==> src/rtl/atm_pkg.sv <==
// Shared types and constants for the deposit ledger.
//   state_e   : ledger FSM states
//   ERR_*     : err_code values reported with a rejected deposit
package atm_pkg;

    typedef enum logic [2:0] {
        IDLE   = 3'd0,
        READY  = 3'd1,
        CHECK  = 3'd2,
        COMMIT = 3'd3,
        HOLD   = 3'd4
    } state_e;

    localparam logic [1:0] ERR_ZERO  = 2'd0;
    localparam logic [1:0] ERR_LIMIT = 2'd1;
    localparam logic [1:0] ERR_COUNT = 2'd2;
    localparam logic [1:0] ERR_OVF   = 2'd3;

endpackage

==> src/rtl/deposit_ledger_if.sv <==
// Session/deposit bus between the front-end (master) and the ledger (slave).
//   session_start/session_end : session control pulses
//   balance_in                : opening balance
//   dep_en/dep_amt            : deposit request level and amount
//   count_up/err/err_code     : result pulses and rejection reason
//   balance/dep_cnt           : running balance and committed deposit count
//   busy/active               : FSM status
interface deposit_ledger_if #(
    parameter int unsigned AMT_W = 16,
    parameter int unsigned BAL_W = 24,
    parameter int unsigned CNT_W = 4
);
    logic             session_start;
    logic             session_end;
    logic [BAL_W-1:0] balance_in;
    logic             dep_en;
    logic [AMT_W-1:0] dep_amt;
    logic             count_up;
    logic [BAL_W-1:0] balance;
    logic [CNT_W-1:0] dep_cnt;
    logic             busy;
    logic             active;
    logic             err;
    logic [1:0]       err_code;

    modport master (
        output session_start, session_end, balance_in, dep_en, dep_amt,
        input  count_up, balance, dep_cnt, busy, active, err, err_code
    );

    modport slave (
        input  session_start, session_end, balance_in, dep_en, dep_amt,
        output count_up, balance, dep_cnt, busy, active, err, err_code
    );

endinterface

==> src/rtl/rise_detect.sv <==
// Rising-edge detector with synchronous active-high reset.
//   clk  : clock
//   res  : synchronous reset, clears the history flop
//   d    : level input
//   rise : d high now and low on the previous cycle
module rise_detect (
    input  logic clk,
    input  logic res,
    input  logic d,
    output logic rise
);

    logic d_q;

    always_ff @(posedge clk) begin
        if (res) begin
            d_q <= 1'b0;
        end else begin
            d_q <= d;
        end
    end

    assign rise = d & ~d_q;

endmodule

==> src/rtl/deposit_ledger.sv <==
// Per-session deposit ledger: loads an opening balance, validates edge-triggered deposits
// against amount, count and overflow limits, and commits accepted ones to the balance.
//   clk : clock, all state on posedge
//   res : synchronous active-high reset
//   bus : deposit_ledger_if slave (session control, deposit request, results, status)
module deposit_ledger
    import atm_pkg::*;
#(
    parameter int unsigned AMT_W   = 16,
    parameter int unsigned BAL_W   = 24,
    parameter int unsigned MAX_DEP = 10000,
    parameter int unsigned MAX_TXN = 8
) (
    input logic              clk,
    input logic              res,
    deposit_ledger_if.slave  bus
);

    localparam int unsigned CNT_W = $clog2(MAX_TXN + 1);

    state_e           state_q, state_d;
    logic [BAL_W-1:0] balance_q, balance_d;
    logic [CNT_W-1:0] cnt_q, cnt_d;
    logic [AMT_W-1:0] amt_q, amt_d;
    logic             end_pend_q, end_pend_d;
    logic             count_up_q, count_up_d;
    logic             err_q, err_d;
    logic [1:0]       err_code_q, err_code_d;
    logic             rise;
    logic [BAL_W:0]   sum;

    rise_detect u_rise_detect (
        .clk  (clk),
        .res  (res),
        .d    (bus.dep_en),
        .rise (rise)
    );

    // One extra bit so an overflowing deposit is caught instead of wrapping.
    assign sum = {1'b0, balance_q} + (BAL_W+1)'(amt_q);

    always_ff @(posedge clk) begin
        if (res) begin
            state_q    <= IDLE;
            balance_q  <= '0;
            cnt_q      <= '0;
            amt_q      <= '0;
            end_pend_q <= 1'b0;
            count_up_q <= 1'b0;
            err_q      <= 1'b0;
            err_code_q <= ERR_ZERO;
        end else begin
            state_q    <= state_d;
            balance_q  <= balance_d;
            cnt_q      <= cnt_d;
            amt_q      <= amt_d;
            end_pend_q <= end_pend_d;
            count_up_q <= count_up_d;
            err_q      <= err_d;
            err_code_q <= err_code_d;
        end
    end

    always_comb begin
        state_d    = state_q;
        balance_d  = balance_q;
        cnt_d      = cnt_q;
        amt_d      = amt_q;
        end_pend_d = end_pend_q;
        count_up_d = 1'b0;
        err_d      = 1'b0;
        err_code_d = err_code_q;

        unique case (state_q)
            IDLE: begin
                end_pend_d = 1'b0;
                if (bus.session_start) begin
                    balance_d = bus.balance_in;
                    cnt_d     = '0;
                    state_d   = READY;
                end
            end
            READY: begin
                // Closing the session wins over a simultaneous deposit request.
                if (bus.session_end) begin
                    state_d = IDLE;
                end else if (rise) begin
                    amt_d   = bus.dep_amt;
                    state_d = CHECK;
                end
            end
            CHECK: begin
                if (bus.session_end) begin
                    end_pend_d = 1'b1;
                end
                state_d = HOLD;
                err_d   = 1'b1;
                if (amt_q == '0) begin
                    err_code_d = ERR_ZERO;
                end else if (amt_q > AMT_W'(MAX_DEP)) begin
                    err_code_d = ERR_LIMIT;
                end else if (cnt_q == CNT_W'(MAX_TXN)) begin
                    err_code_d = ERR_COUNT;
                end else if (sum[BAL_W]) begin
                    err_code_d = ERR_OVF;
                end else begin
                    err_d   = 1'b0;
                    state_d = COMMIT;
                end
            end
            COMMIT: begin
                if (bus.session_end) begin
                    end_pend_d = 1'b1;
                end
                balance_d  = sum[BAL_W-1:0];
                cnt_d      = cnt_q + CNT_W'(1);
                count_up_d = 1'b1;
                state_d    = HOLD;
            end
            HOLD: begin
                if (bus.session_end || end_pend_q) begin
                    end_pend_d = 1'b0;
                    state_d    = IDLE;
                end else if (!bus.dep_en) begin
                    state_d = READY;
                end
            end
            default: begin
                end_pend_d = 1'b0;
                state_d    = IDLE;
            end
        endcase
    end

    assign bus.count_up = count_up_q;
    assign bus.balance  = balance_q;
    assign bus.dep_cnt  = cnt_q;
    assign bus.err      = err_q;
    assign bus.err_code = err_code_q;
    assign bus.busy     = (state_q == CHECK) || (state_q == COMMIT);
    assign bus.active   = (state_q != IDLE);

endmodule
==> src/flat_wrapper.sv <==
// flat-port wrapper written by rule: the top's interface ports become plain ports
module deposit_ledger_flat import atm_pkg::*;
#(
    parameter int unsigned AMT_W   = 16,
    parameter int unsigned BAL_W   = 24,
    parameter int unsigned MAX_DEP = 10000,
    parameter int unsigned MAX_TXN = 8
)
  (clk, res, bus_session_start, bus_session_end, bus_balance_in, bus_dep_en, bus_dep_amt, bus_count_up, bus_balance, bus_dep_cnt, bus_busy, bus_active, bus_err, bus_err_code);
  deposit_ledger_if #(.AMT_W(AMT_W), .BAL_W(BAL_W)) bus_i ();
  input logic clk;
  input logic res;
  input wire logic [$bits(bus_i.session_start)-1:0] bus_session_start;
  input wire logic [$bits(bus_i.session_end)-1:0] bus_session_end;
  input wire logic [$bits(bus_i.balance_in)-1:0] bus_balance_in;
  input wire logic [$bits(bus_i.dep_en)-1:0] bus_dep_en;
  input wire logic [$bits(bus_i.dep_amt)-1:0] bus_dep_amt;
  output wire logic [$bits(bus_i.count_up)-1:0] bus_count_up;
  output wire logic [$bits(bus_i.balance)-1:0] bus_balance;
  output wire logic [$bits(bus_i.dep_cnt)-1:0] bus_dep_cnt;
  output wire logic [$bits(bus_i.busy)-1:0] bus_busy;
  output wire logic [$bits(bus_i.active)-1:0] bus_active;
  output wire logic [$bits(bus_i.err)-1:0] bus_err;
  output wire logic [$bits(bus_i.err_code)-1:0] bus_err_code;
  assign bus_i.session_start = bus_session_start;
  assign bus_i.session_end = bus_session_end;
  assign bus_i.balance_in = bus_balance_in;
  assign bus_i.dep_en = bus_dep_en;
  assign bus_i.dep_amt = bus_dep_amt;
  assign bus_count_up = bus_i.count_up;
  assign bus_balance = bus_i.balance;
  assign bus_dep_cnt = bus_i.dep_cnt;
  assign bus_busy = bus_i.busy;
  assign bus_active = bus_i.active;
  assign bus_err = bus_i.err;
  assign bus_err_code = bus_i.err_code;
  deposit_ledger #(.AMT_W(AMT_W), .BAL_W(BAL_W), .MAX_DEP(MAX_DEP), .MAX_TXN(MAX_TXN)) u_core (.clk(clk), .res(res), .bus(bus_i));
endmodule
==> config.mk <==
export PLATFORM = sky130hd
export DESIGN_NAME = deposit_ledger_flat
export DESIGN_NICKNAME = d
export VERILOG_FILES = /design/src/rtl/atm_pkg.sv /design/src/rtl/deposit_ledger_if.sv /design/src/rtl/rise_detect.sv /design/src/rtl/deposit_ledger.sv /design/src/flat_wrapper.sv
export SDC_FILE = /design/constraint.sdc
export NUM_CORES = 1
export LEC_CHECK = 0
export ABC_AREA = 1
export CORE_MARGIN = 2
export CORE_UTILIZATION = 43
export DETAILED_ROUTE_END_ITERATION = 16
export PLACE_DENSITY = 0.68
export SLEW_MARGIN = 15
export SYNTH_ARGS = -nofsm -noshare
export SYNTH_HDL_FRONTEND = slang
export SYNTH_HIERARCHICAL = 1
export SYNTH_SLANG_ARGS = --single-unit
==> constraint.sdc <==
create_clock -name clk -period 2.16 [get_ports clk]
set_input_delay 0.324 -clock clk [delete_from_list [all_inputs] [get_ports clk]]
set_output_delay 0.324 -clock clk [all_outputs]
set_load 0.01 [all_outputs]
### Yosys cells after proc, flatten, opt, wreduce, memory -nomap -nowiden

Cells that the tools add are included.

* output and inout bits: 34
* input port bits: 45
* register bits: 53
* word-level logic and storage cells: 67

* eq/ne operators: 10
* muxes and demuxes: 26
* reductions and logical operators: 14
* magnitude comparators: 1
* add/subtract/negate cells: 2
* bitwise logic cells: 5

Operators by type and width (number)
* 24-bit one-hot mux with 2 select lines: 1
* 3-bit 2-to-1 mux: 9
* 24-bit by 16-bit adder with 25-bit output: 1
* 24-bit 2-to-1 mux: 1
* 16-bit by 14-bit > comparator with 1-bit output, second input constant: 1
* 16-bit zero test: 1
* 3-bit one-hot mux with 5 select lines: 1
* 3-bit AND reduction: 3
* 2-bit 2-to-1 mux: 4
* 4-bit one-hot mux with 2 select lines: 1
* 1-bit 2-to-1 mux: 7
* 3-bit by 2-bit equality test with 1-bit output, second input constant: 2
* 3-bit by 2-bit inequality test with 1-bit output, second input constant: 2
* 4-bit by 1-bit adder with 4-bit output, second input constant: 1
* 4-bit equality test, second input constant: 1
* 4-bit 2-to-1 mux: 1
* 2-bit by 1-bit inequality test with 1-bit output, second input constant: 2
* 1-bit NOT: 4
* 2-bit AND reduction: 2
* 4-bit nonzero test: 1
* 2-bit OR reduction: 2
* 3-bit by 1-bit equality test with 1-bit output, second input constant: 1
* 3-bit equality test, second input constant: 1
* 3-bit zero test: 1
* 6 further kinds: 7

### Longest topological paths before layout

* depth after elaboration: 6
* depth in mapped cells: 14
* gate-level depth less buffers: 14

### Modules after synthesis

The synthesis kept the hierarchy.

Modules (own cells, without submodules)
* deposit_ledger: area an instance 3647.2 µm², instances 1, sequential area each 1041.0 µm², cells each 614
* rise_detect: area an instance 31.3 µm², instances 1, sequential area each 20.0 µm², cells each 4

### Least setup slack after synthesis

No wires, ideal clock.

* path kind: reg-to-reg
* from: register u_core.balance_q[0], in the netlist u_core/bus.balance[0]
* to: register u_core.state_q[2]
* data arrival time: 1.828 ns
* clock period less this slack: 1.938 ns
* library setup time: 0.110 ns
* slack: 0.222 ns
* data required time: 2.050 ns
* cell stages (with the launch flop): 13
* path buffers: 0
* cells stage by stage: dfxtp_1 ha_1 fa_1 nand2_1 nand2_1 nand3_1 nand2_1 nand2_1 nand3_1 o21ai_1 nand3_1 nand2_1 inv_1

* word-level cells in the longest chain between the ends: 6

RTL lines
* from (decl): RTL line deposit_ledger.sv:22 `logic [BAL_W-1:0] balance_q, balance_d;`
* from (signal assigned): RTL line deposit_ledger.sv:54 `balance_q <= balance_d;`
* 24-bit by 16-bit adder with 25-bit output: RTL line deposit_ledger.sv:40 `assign sum = {1'b0, balance_q} + (BAL_W+1)'(amt_q);`
* 3-bit 2-to-1 mux: RTL line deposit_ledger.sv:104 `end else if (sum[BAL_W]) begin`
* 3-bit 2-to-1 mux: RTL line deposit_ledger.sv:102 `end else if (cnt_q == CNT_W'(MAX_TXN)) begin`
* 3-bit 2-to-1 mux: RTL line deposit_ledger.sv:100 `end else if (amt_q > AMT_W'(MAX_DEP)) begin`
* 3-bit 2-to-1 mux: RTL line deposit_ledger.sv:98 `if (amt_q == '0) begin`
* 3-bit one-hot mux with 5 select lines: RTL line deposit_ledger.sv:74 `unique case (state_q)`
* to (signal assigned): RTL line deposit_ledger.sv:53 `state_q <= state_d;`
* to (decl): RTL line deposit_ledger.sv:21 `state_e state_q, state_d;`

No other way between the ends.
A chain may end at the register's enable or synchronous reset.

### Final worst setup path

* from: register u_core.balance_q[0], in the netlist u_core/bus.balance[0]
* to: register u_core.balance_q[18], in the netlist u_core/bus.balance[18]

* word-level cells in the longest chain between the ends: 2

RTL lines (RTL line)
* 24-bit by 16-bit adder with 25-bit output: deposit_ledger.sv:40
* 24-bit one-hot mux with 2 select lines: deposit_ledger.sv:74

No other way between the ends.

==> results_dict.tcl <==
set metrics [dict create \
    yosys_warnings 6 \
    path_clk_slew_ns 0.10 \
    seq_area_frac_synth_pct 28.84 \
    wirelength_um 10160 \
    synth.largest_area_cell "dfxtp_1" \
    grt_max_degree 36 \
    cts_buffers 5 \
    postCtsSetupBuffers 0 \
    area_delta_synth_final_pct 27.65 \
    avgSynthCellArea_um2 5.952 \
    dieArea_mm2 0.009310 \
    slew-limit-headroom_pct 58.03 \
    syn_inst 618 \
    hold_viol_final 0 \
    num-fill-cells 824 \
    max_freq_mhz 498.7 \
    max_stage_delay_ns 0.38 \
    synthTopCellsByArea "dfxtp_1 (29%), nand2_1 (19%), nor2_1 (12%), inv_1 (7.6%), ha_1 (6.1%)" \
    worst_clock_skew_ns 0.004677 \
    grt_overflow_total 0 \
    crit_path_max_fanout 4 \
    core-area_mm2 0.008258 \
    power.density_mw_per_mm2 537.1 \
    layout-drive-gt1-share_pct 4.191 \
    drc 0 \
    async_flop_share_pct 0 \
    io_pins 79 \
    grt_pass1_vias 3607 \
    clkLatencyLatePin_ns 0.31 \
    grtUsageTotal_pct 22.66 \
    critPathTopFamily "simple AND/OR/NAND/NOR gates" \
    ys_types 34 \
    ys_dominant_reg_cell "dfxtp_1" \
    grt_pass1_wl_um 16440 \
    netlist.area_leader.share_pct 28.84 \
    dieHeight_um 96.49 \
    syn_area_mm2 0.003679 \
    cts_max_path_buffers 2 \
    dr.pass1.iters 5 \
    min_period_ns 2.005 \
    dp_cells 790 \
    antenna_found_initial 0 \
    stdcell_count 797 \
    avgViaCountPerCell 4.960 \
    root_buffer "clkbuf_8" \
    peakVddDrop_uv 328.4 \
    path_class "reg2reg" \
    synth_edf_count 0 \
    finalMaxSlewViolations 0 \
    cts_tree "done" \
    cp-end-kind "flip-flop" \
    leakagePower_nw 2.129 \
    worst_pin_slew_ns 0.6248 \
    nets 756 \
    rows 33 \
    cts.sinks 53 \
    die_w_um 96.49 \
    crit_buf_inv 0 \
    cp_slowest_cell "fa_1" \
    setup_viol 0 \
    outcome "complete, no violations" \
    io_buffers 78 \
    worstPathArrival_ns 2.20 \
    place_hpwl_um 7843 \
    cp_cell_sequence "ha_2, fa_1, nand2_1, nand2_1, nand3_1, nand2_1, nand2_1, nand2_1, nand2_1, nand2_1, nand2_1, nand3_1, nand2_1, a21oi_1" \
    num_vias 3953 \
    initial_core_util_pct 44.55 \
    hold_path.class "reg2reg" \
    grt_setup_unrepaired "false" \
    min_period_over_period_pct 92.84 \
    n_antenna_cell 0 \
    drv_cap 0 \
    drt_iter0_markers 173 \
    synth_seq_cells 53 \
    ant_nets 0 \
    cpMostUsedCell "nand2_1" \
    h-tree-depth 2 \
    crit_required_ns 2.35 \
    gp_congestion 0.9377 \
    wl_per_cell_um 12.75 \
    cp-start-kind "flip-flop" \
    setup_tns_ns 0 \
    synth_nets 682 \
]
## logic make-up after synthesis
logic type | Yosys count | synth area share, %
AOI/OAI and AO/OA | 83 | 12.11
xor gates and xnor gates | 9 | 2.143
adders and majority gates | 19 | 6.667
buffers and inverters | 95 | 10.48
DFF | 53 | 28.84
and+or+nand+nor | 359 | 39.76
## worst paths after layout
kind / from / end / slack (ns) / depth (start not counted)
setup / recovery: u_core/bus.balance[0] / u_core/bus.balance[18] / 0.15 / 14
hold / removal: u_core/bus.err_code[1] / u_core/bus.err_code[1] / 0.47 / 2
setup reg to reg: u_core/bus.balance[0] / u_core/bus.balance[18] / 0.15 / 14
hold reg to reg: u_core/bus.err_code[1] / u_core/bus.err_code[1] / 0.47 / 2
## layout by cell type (no fill, tap or decap), types with 2 or more instances in the layout
cell	synthesis	final
nor2_2	1	2
clkdlybuf4s50_1	0	78
nand2_1	183	180
nand2_2	0	3
nand4_1	8	8
buf_4	0	5
nor3_1	7	7
nor2_1	117	116
xor2_1	8	8
inv_2	4	4
nand3_1	34	33
nand3b_1	3	3
clkbuf_8	0	5
dfxtp_1	53	53
o21ai_0	24	23
a21oi_1	38	38
inv_1	74	74
a31oi_1	3	3
ha_1	18	17
o21ai_1	10	10
nor4_1	2	2
## power by group
| group | total [mW] | leakage, nW | internal [mW] | switching (mW) |
|---|---|---|---|---|
| registers | 1.13 | 0.433 | 1.05 | 0.0849 |
| clock network | 0.669 | 0.0540 | 0.338 | 0.332 |
| logic | 0.718 | 1.64 | 0.334 | 0.384 |
| total | 2.52 | 2.13 | 1.72 | 0.801 |
## through the flow
stage          instance area, um2  utilization, %  worst slack (ns)  power [mW]  hold WS (ns)
2_1_floorplan                3679               -            0.2222       1.560        0.3964
3_3_place_gp                 4556           55.17           0.09202       1.845        0.4604
3_5_place_dp                 4556           55.17           0.03042       1.859        0.4596
4_1_cts                      4659           56.42           0.02945       2.530        0.4758
5_1_grt                      4696           56.86          0.006495       2.671        0.5171
6_report                     4696           56.86            0.1546       2.522        0.4726
## layout make-up
class	count	area [um2]	share of cell area (%)
Clock buffer	5	68.82	1.465
Clock inverter	2	35.03	0.7461
Inverter	78	292.8	6.235
Multi-Input combinational cell	470	2268	48.31
Sequential cell	53	1061	22.60
Tap cell	105	131.4	2.798
Timing Repair Buffer	84	838.3	17.85
## timing repair
item,CTS,global route
resized for setup,0,10
setup endpoints to repair,0,9
hold buffers,0,0
## state kept, by name, indices dropped and copies added (netlist names)
register / flops
u_core/end_pend_q: 1
u_core/amt_q: 16
u_core/bus.dep_cnt: 4
u_core/bus.balance: 24
u_core/state_q: 3
u_core/u_rise_detect/d_q: 1
u_core/bus.err: 1
u_core/bus.count_up: 1
u_core/bus.err_code: 2
## worst reg2reg max path: cells and delay by family, from the launching register on
| kind | cells | cell delay [ns] |
|---|---|---|
| compound gates | 1 | 0.05 |
| simple gates | 11 | 0.93 |
| flops | 1 | 0.34 |
| fa+ha+maj | 2 | 0.59 |
## cell usage after synthesis, types with 4 or more instances
cell / number
nor2_1: 117
dfxtp_1: 53
o21ai_1: 10
xor2_1: 8
inv_1: 74
clkbuf_1: 9
nor3_1: 7
ha_1: 18
nand3_1: 34
inv_2: 4
o21ai_0: 24
nand4_1: 8
a21oi_1: 38
buf_2: 5
nand2_1: 183
## routing by layer
layer  share of wire [%]  vias to the layer above  track usage, %
li1                    -                     2100               -
met1                  47                     1704           29.82
met2                  46                      130           38.25
met3                 5.2                       19           3.258
met4                 2.1                        0           7.277
met5                   0                        -               0
(Power assumes the default switching activity.)
